File: src/rtl/lcd_bus_arbiter.sv
// Two-requester arbiter driving a 4-bit LCD bus through SETUP / E_HIGH / E_LOW phases.
// Define LCD_ARB_FIXED_PRIO_EN for fixed priority (requester 0 wins); default is round-robin.
module lcd_bus_arbiter #(
    parameter int unsigned STEP_CYCLES = 32'd1000000
) (
    input  logic       clk,
    input  logic       reset,
    input  logic       req0_valid,
    input  logic       req1_valid,
    input  logic [5:0] req0_word,
    input  logic [5:0] req1_word,
    output logic       req0_ready,
    output logic       req1_ready,
    output logic       req0_done,
    output logic       req1_done,
    output logic       busy,
    output logic       LCD_RS,
    output logic       LCD_W,
    output logic       LCD_E,
    output logic       lcd3,
    output logic       lcd2,
    output logic       lcd1,
    output logic       lcd0
);

    localparam logic [1:0] IDLE   = 2'd0;
    localparam logic [1:0] SETUP  = 2'd1;
    localparam logic [1:0] E_HIGH = 2'd2;
    localparam logic [1:0] E_LOW  = 2'd3;

    logic [1:0]  state_q, state_d;
    logic [31:0] cnt_q, cnt_d;
    logic [5:0]  bus_q, bus_d;
    logic        e_q, e_d;
    logic        owner_q, owner_d;
    logic        done0_q, done0_d;
    logic        done1_q, done1_d;
    logic        grant1;
    logic        accept;
    logic        phase_end;

`ifdef LCD_ARB_FIXED_PRIO_EN
    always_comb grant1 = req1_valid && !req0_valid;
`else
    // last_q = 1 means requester 1 owned the previous transfer, so requester 0 wins a tie.
    logic last_q, last_d;
    always_comb grant1 = req1_valid && (!req0_valid || !last_q);
`endif

    always_comb begin
        accept     = (state_q == IDLE) && !reset && (req0_valid || req1_valid);
        req0_ready = accept && !grant1;
        req1_ready = accept && grant1;
        phase_end  = (cnt_q == STEP_CYCLES - 32'd1);
    end

    // NOTE: every next-state signal gets a default first so no path infers a latch.
    always_comb begin
        state_d = state_q;
        cnt_d   = cnt_q;
        bus_d   = bus_q;
        e_d     = e_q;
        owner_d = owner_q;
        done0_d = 1'b0;
        done1_d = 1'b0;
`ifndef LCD_ARB_FIXED_PRIO_EN
        last_d  = last_q;
`endif
        if (state_q == IDLE) begin
            if (req0_ready || req1_ready) begin
                state_d = SETUP;
                cnt_d   = 32'd0;
                bus_d   = req1_ready ? req1_word : req0_word;
                e_d     = 1'b0;
                owner_d = req1_ready;
`ifndef LCD_ARB_FIXED_PRIO_EN
                last_d  = req1_ready;
`endif
            end
        end else if (phase_end) begin
            cnt_d = 32'd0;
            case (state_q)
                SETUP:  begin state_d = E_HIGH; e_d = 1'b1; end
                E_HIGH: begin state_d = E_LOW;  e_d = 1'b0; end
                default: begin
                    state_d = IDLE;
                    done0_d = !owner_q;
                    done1_d = owner_q;
                end
            endcase
        end else begin
            cnt_d = cnt_q + 32'd1;
        end
    end

    // NOTE: sequential state uses non-blocking assignments only; reset is synchronous here.
    always_ff @(posedge clk) begin
        if (reset) begin
            state_q <= IDLE;
            cnt_q   <= 32'd0;
            bus_q   <= 6'd0;
            e_q     <= 1'b0;
            owner_q <= 1'b0;
            done0_q <= 1'b0;
            done1_q <= 1'b0;
`ifndef LCD_ARB_FIXED_PRIO_EN
            last_q  <= 1'b1;
`endif
        end else begin
            state_q <= state_d;
            cnt_q   <= cnt_d;
            bus_q   <= bus_d;
            e_q     <= e_d;
            owner_q <= owner_d;
            done0_q <= done0_d;
            done1_q <= done1_d;
`ifndef LCD_ARB_FIXED_PRIO_EN
            last_q  <= last_d;
`endif
        end
    end

    always_comb begin
        busy      = (state_q != IDLE);
        req0_done = done0_q;
        req1_done = done1_q;
        LCD_E     = e_q;
        {LCD_RS, LCD_W, lcd3, lcd2, lcd1, lcd0} = bus_q;
    end

endmodule
File: config.mk
export PLATFORM = sky130hd
export DESIGN_NAME = lcd_bus_arbiter
export DESIGN_NICKNAME = d
export VERILOG_FILES = /design/src/rtl/lcd_bus_arbiter.sv
export SDC_FILE = /design/constraint.sdc
export NUM_CORES = 1
export LEC_CHECK = 0
export CORE_MARGIN = 2
export CORE_UTILIZATION = 40
export DETAILED_ROUTE_END_ITERATION = 7
export PLACE_DENSITY = 0.71
export REMOVE_ABC_BUFFERS = 1
export SKIP_LAST_GASP = 1
export SYNTH_ARGS = -nofsm -noshare
export SYNTH_HDL_FRONTEND = slang
export SYNTH_SLANG_ARGS = --single-unit
export TNS_END_PERCENT = 20
File: constraint.sdc
create_clock -name clk -period 2.62 [get_ports clk]
set_input_delay 0.524 -clock clk [delete_from_list [all_inputs] [get_ports clk]]
set_output_delay 0.524 -clock clk [all_outputs]
set_load 0.05 [all_outputs]
== After elaboration in Yosys (flattened, before gate mapping) ==
Index checks and enable logic that the tools add are counted.

* Equal/unequal tests: 4
* Bitwise gates (word level): 1
* $add $sub $neg: 1
* Muxes and demuxes: 12
* Reductions and logical operators: 21

{| class="wikitable"
|+ Operators with widths
! kind !! number
|-
| $mux 32 || 3
|-
| $add 32x1->32 const B || 1
|-
| $eq 32x20->1 const B || 1
|-
| $mux 2 || 3
|-
| $mux 6 || 1
|-
| $logic_and 1x1->1 || 5
|-
| $logic_not 1->1 || 5
|-
| $reduce_or 5->1 || 1
|-
| $pmux 2 s2 || 1
|-
| $reduce_and 2->1 || 2
|-
| $reduce_bool 2->1 || 2
|-
| $logic_or 1x1->1 || 3
|-
| $mux 1 || 3
|-
| $reduce_and 3->1 || 1
|-
| $reduce_bool 3->1 || 1
|-
| $eq 2x1->1 const B || 1
|-
| $eq 2x2->1 const B || 1
|-
| $logic_not 2->1 || 1
|-
| $ne 2x1->1 const B || 1
|-
| $pmux 1 s2 || 1
|-
| $not 1->1 || 1
|}

* Output and inout bits: 12
* Bits of input ports: 16
* Word-level logic and storage cells: 47
* Flip-flop bits (word level): 45

== Longest topological paths before layout ==
* Word-level depth: 8
* Mapped depth: 8
* Depth with buffers taken out: 7

== Worst setup path after synthesis ==
Ideal clock, no wire load.

* Path type: register to output
* From: reg state_q[0]
* To: out req1_ready
* Arrival time: 2.089 ns
* Path slack: 0.007 ns
* Cell stages (with the launch flop): 8
* Buffers on the path: 2
* Required time: 2.096 ns
* Cell sequence: dfxtp_1 > inv_1 > ha_1 > clkbuf_1 > inv_1 > nor2_1 > clkbuf_1 > and3_1

* Cells in the longest elaborated chain, start to end: 4

{| class="wikitable"
|+ Ends and longest elaborated chain
! item !! RTL line !! text
|-
| from (decl) || 31 || <nowiki>logic [1:0] state_q, state_d;</nowiki>
|-
| from (signal assigned) || 110 || <nowiki>state_q <= state_d;</nowiki>
|-
| $logic_not 2->1 || 51 || <nowiki>accept = (state_q == IDLE) && !reset && (req0_valid || req1_valid);</nowiki>
|-
| $logic_and 1x1->1 (2 in a row) || 51 ||
|-
| $logic_and 1x1->1 || 53 || <nowiki>req1_ready = accept && grant1;</nowiki>
|-
| to (decl) || 13 || <nowiki>output logic req1_ready,</nowiki>
|}

No other way between the ends.

== Worst setup path after layout ==
Same ends and word-level chain as after synthesis.

==> flow_summary.toml <==
[drt]
antenna_left = 0
routed_wire_length_per_instance_um = 13.9
routed_wl_mm = 5.38
dr_total_vias = 2154
firstDrtPassIters = 4
routed_via_density = 5.58
post-route-drc-count = 0
drt-initial-drc-count = 171

[global_routing]
globalRoute.totalOverflow = 0
gr-usage-all-layers = 0.179
antenna_found_initial = 0
grt_max_degree = 15
grt_first_pass_wirelength_mm = 9.30
first_global_vias = 2024

[yosys]
yosysWarnings = 0
ys_async_sr_fraction = 0
post_syn_area_per_cell_um2 = 8.39
synth.largest_area_cell = "sky130_fd_sc_hd__dfxtp_1"
mappedNetlistArea_um2 = 2360
synth_enable_flop_cells = 0
fraction_of_synthesized_cell_area_taken_by_the_top_area_cell_type = 0.382
ys.flop_type = "sky130_fd_sc_hd__dfxtp_1"
netlist_instances = 281
yosysUniqueCellTypes = 51
ys_seq_area_frac = 0.382
ys_top_cells_by_area = "sky130_fd_sc_hd__dfxtp_1 38%, sky130_fd_sc_hd__nor2_1 5.1%, sky130_fd_sc_hd__nand2_1 4.5%, sky130_fd_sc_hd__nand3_1 4.2%, sky130_fd_sc_hd__nand4_1 3.2%"
ys_ff_latch = 45

[clock_network]
post-cts-setup-buffers = 0
worst_setup_hold_path_clk_slew_ns = 0.08
hold_buffers = 0
ctsHtreeMaxLevel = 2
ctsResizeCount = 0
clock_sinks = 45
clock_path_buffers = 2
worst_skew_pair_later_pin_latency_ns = 0.30
tritoncts_clock_tree = "built"
numCtsBuffers = 5
cts.root.buffer_cell = "sky130_fd_sc_hd__clkbuf_8"

[power_and_ir_drop]
cellLeakagePower_nw = 1.02
power_density_nw_per_um2 = 582
vdd.ir_drop.worst_v = 0.000319

[worst_hold_path]
timing.hold.worst.class = "register to register"

[sta]
final-max-slew-violation-count = 0
finalSetupViolations = 0
layout_min_cycle_time_ns = 2.37
tightestPinTransition_ns = 0.748
max_clock_freq_ghz = 0.421
finalHoldWorstSlack_ns = 0.472
fin_crit_sh = 0.906
slew_headroom = 0.497
hold_viol_final = 0
fin_skew_ns = 0.00869
rsz0062_at_grt = "no"

[placed_design]
portBuffers = 27
globalplace.congestion = 0.853
placedCellCount = 378
dp_hpwl_mm = 4.00

[floorplanning]
io_pins = 28
placement_rows = 27
core_area_um2 = 5610
floorplan.initialDensity = 0.420
die_area_um2 = 6520
die_height_um = 80.8
die-width_um = 80.8

[final_layout]
layout.cells.non_filler = 386
drive_gt1_frac = 0.108
area_growth_syn_to_layout_pct = 21.5
final_nets = 334
insertedDiodeCount = 0
nFillCells = 543

[worst_setup_path]
startpoint_type = "register"
timing.critical_path.arrival_ns = 1.85
path_max_fanout = 13
crit_type = "register to output pin"
worst-endpoint-required_ns = 2.10
worst_setup_path_end_kind = "output pin"

[status]
run_status = "completed"

[run]
max-cap-violations = 0
[sequential cells by signal, indices dropped and copies added (netlist names)]
name and flops:
LCD_E 1, bus_q 6, cnt_q 32, last_q 1, owner_q 1, req0_done 1
req1_done 1, state_q 2
[routing by layer]
metal  vias to the layer above  track usage  wire length [um]
li1                       1100            -                 -
met1                      1015        0.250              2680
met2                        32        0.293              2500
met3                         7       0.0300               145
met4                         0       0.0356                52
met5                         -            0                 0
[final timing paths]
check	start	to	slack, ns	depth (start not counted)
setup / recovery	state_q[0]$_SDFFE_PP0P_	req1_ready	0.25	7
hold / removal	owner_q$_SDFFE_PP0P_	req1_done$_SDFF_PP0_	0.47	2
setup reg to reg	cnt_q[24]$_SDFFE_PP0P_	cnt_q[18]$_SDFFE_PP0P_	0.34	6
hold reg to reg	owner_q$_SDFFE_PP0P_	req1_done$_SDFF_PP0_	0.47	2
[metrics by stage]
| stage | util | setup slack (ns) | setup TNS (ns) | area [um2] | power (mW) |
|---|---|---|---|---|---|
| after global routing | 0.511 | 0.0987 | 0 | 2870 | 1.74 |
| after floorplan | - | -0.154 | -0.185 | 2290 | 0.984 |
| after global placement | 0.490 | 0.331 | 0 | 2750 | 1.14 |
| after detailed placement | 0.490 | 0.306 | 0 | 2750 | 1.14 |
| after CTS | 0.511 | 0.253 | 0 | 2870 | 1.68 |
| final | 0.511 | 0.247 | 0 | 2870 | 1.67 |
[where the power goes]
| part | switching (mW) | internal, mW |
|---|---|---|
| Combinational | 0.246 | 0.144 |
| Clock | 0.230 | 0.311 |
| Sequential | 0.0214 | 0.714 |
[layout make-up]
cell class                      instances  area (um2)  share of cell area
Clock buffer                            7        86.3              0.0301
Clock inverter                          1        30.0              0.0105
Inverter                               10        37.5              0.0131
Multi-Input combinational cell        211        1350               0.470
Sequential cell                        45         901               0.314
Tap cell                               72        90.1              0.0314
Timing Repair Buffer                   40         373               0.130
[kinds of logic (layout without fill, tap and decap cells)]
kind of cell,Yosys count,count (layout),synth area share
AO/OA/AOI/OAI,49,49,0.146
multiplexers,7,7,0.0297
AND/OR/NAND/NOR,135,135,0.313
XOR/XNOR,15,15,0.0557
flip-flops,45,45,0.382
buffers and inverters,25,58,0.0462
adder cells (fa/ha/maj),5,5,0.0265
[critical path, stage by stage, from the launching register on]
cell                      delay, ns
sky130_fd_sc_hd__dfxtp_1       0.34
sky130_fd_sc_hd__inv_1         0.10
sky130_fd_sc_hd__ha_1          0.25
sky130_fd_sc_hd__buf_4         0.21
sky130_fd_sc_hd__inv_1         0.12
sky130_fd_sc_hd__nor2_1        0.15
sky130_fd_sc_hd__and3_1        0.22
sky130_fd_sc_hd__buf_12        0.15
[Yosys cell counts (all sizes together), types with 7 or more instances]
cell and count:
nand3 20, or4 7, nand2 28, nor3 7
clkbuf 9, dfxtp 45, nor2 32, mux2i 7
xor2 8, a21oi 11, inv 10, xnor2 7
nand4 13, o211ai 7, nor4 10
[placed cells by master (no fill, tap or decap), types with 2 or more instances in the layout]
cell type and instances:
sky130_fd_sc_hd__o31ai_1 2, sky130_fd_sc_hd__inv_1 10, sky130_fd_sc_hd__clkdlybuf4s50_1 24, sky130_fd_sc_hd__mux2i_1 7, sky130_fd_sc_hd__o211ai_1 6, sky130_fd_sc_hd__nor2_1 32
sky130_fd_sc_hd__and4_1 2, sky130_fd_sc_hd__ha_1 5, sky130_fd_sc_hd__o311ai_0 2, sky130_fd_sc_hd__and3_1 6, sky130_fd_sc_hd__nor3_1 7, sky130_fd_sc_hd__o21ai_0 3
sky130_fd_sc_hd__and2_1 2, sky130_fd_sc_hd__dfxtp_1 45, sky130_fd_sc_hd__a21boi_0 2, sky130_fd_sc_hd__a21oi_1 11, sky130_fd_sc_hd__nand2_1 28, sky130_fd_sc_hd__a31oi_1 2
sky130_fd_sc_hd__a211oi_1 6, sky130_fd_sc_hd__buf_4 15, sky130_fd_sc_hd__nor4b_2 2, sky130_fd_sc_hd__nor4_2 4, sky130_fd_sc_hd__or3_1 2, sky130_fd_sc_hd__nand3_1 20
sky130_fd_sc_hd__clkbuf_8 6, sky130_fd_sc_hd__nand4_1 12, sky130_fd_sc_hd__xor2_1 8, sky130_fd_sc_hd__nor4_1 6, sky130_fd_sc_hd__or4_1 7, sky130_fd_sc_hd__o22ai_1 2
sky130_fd_sc_hd__xnor2_1 7
No activity file was read; power rests on OpenSTA's default activity.
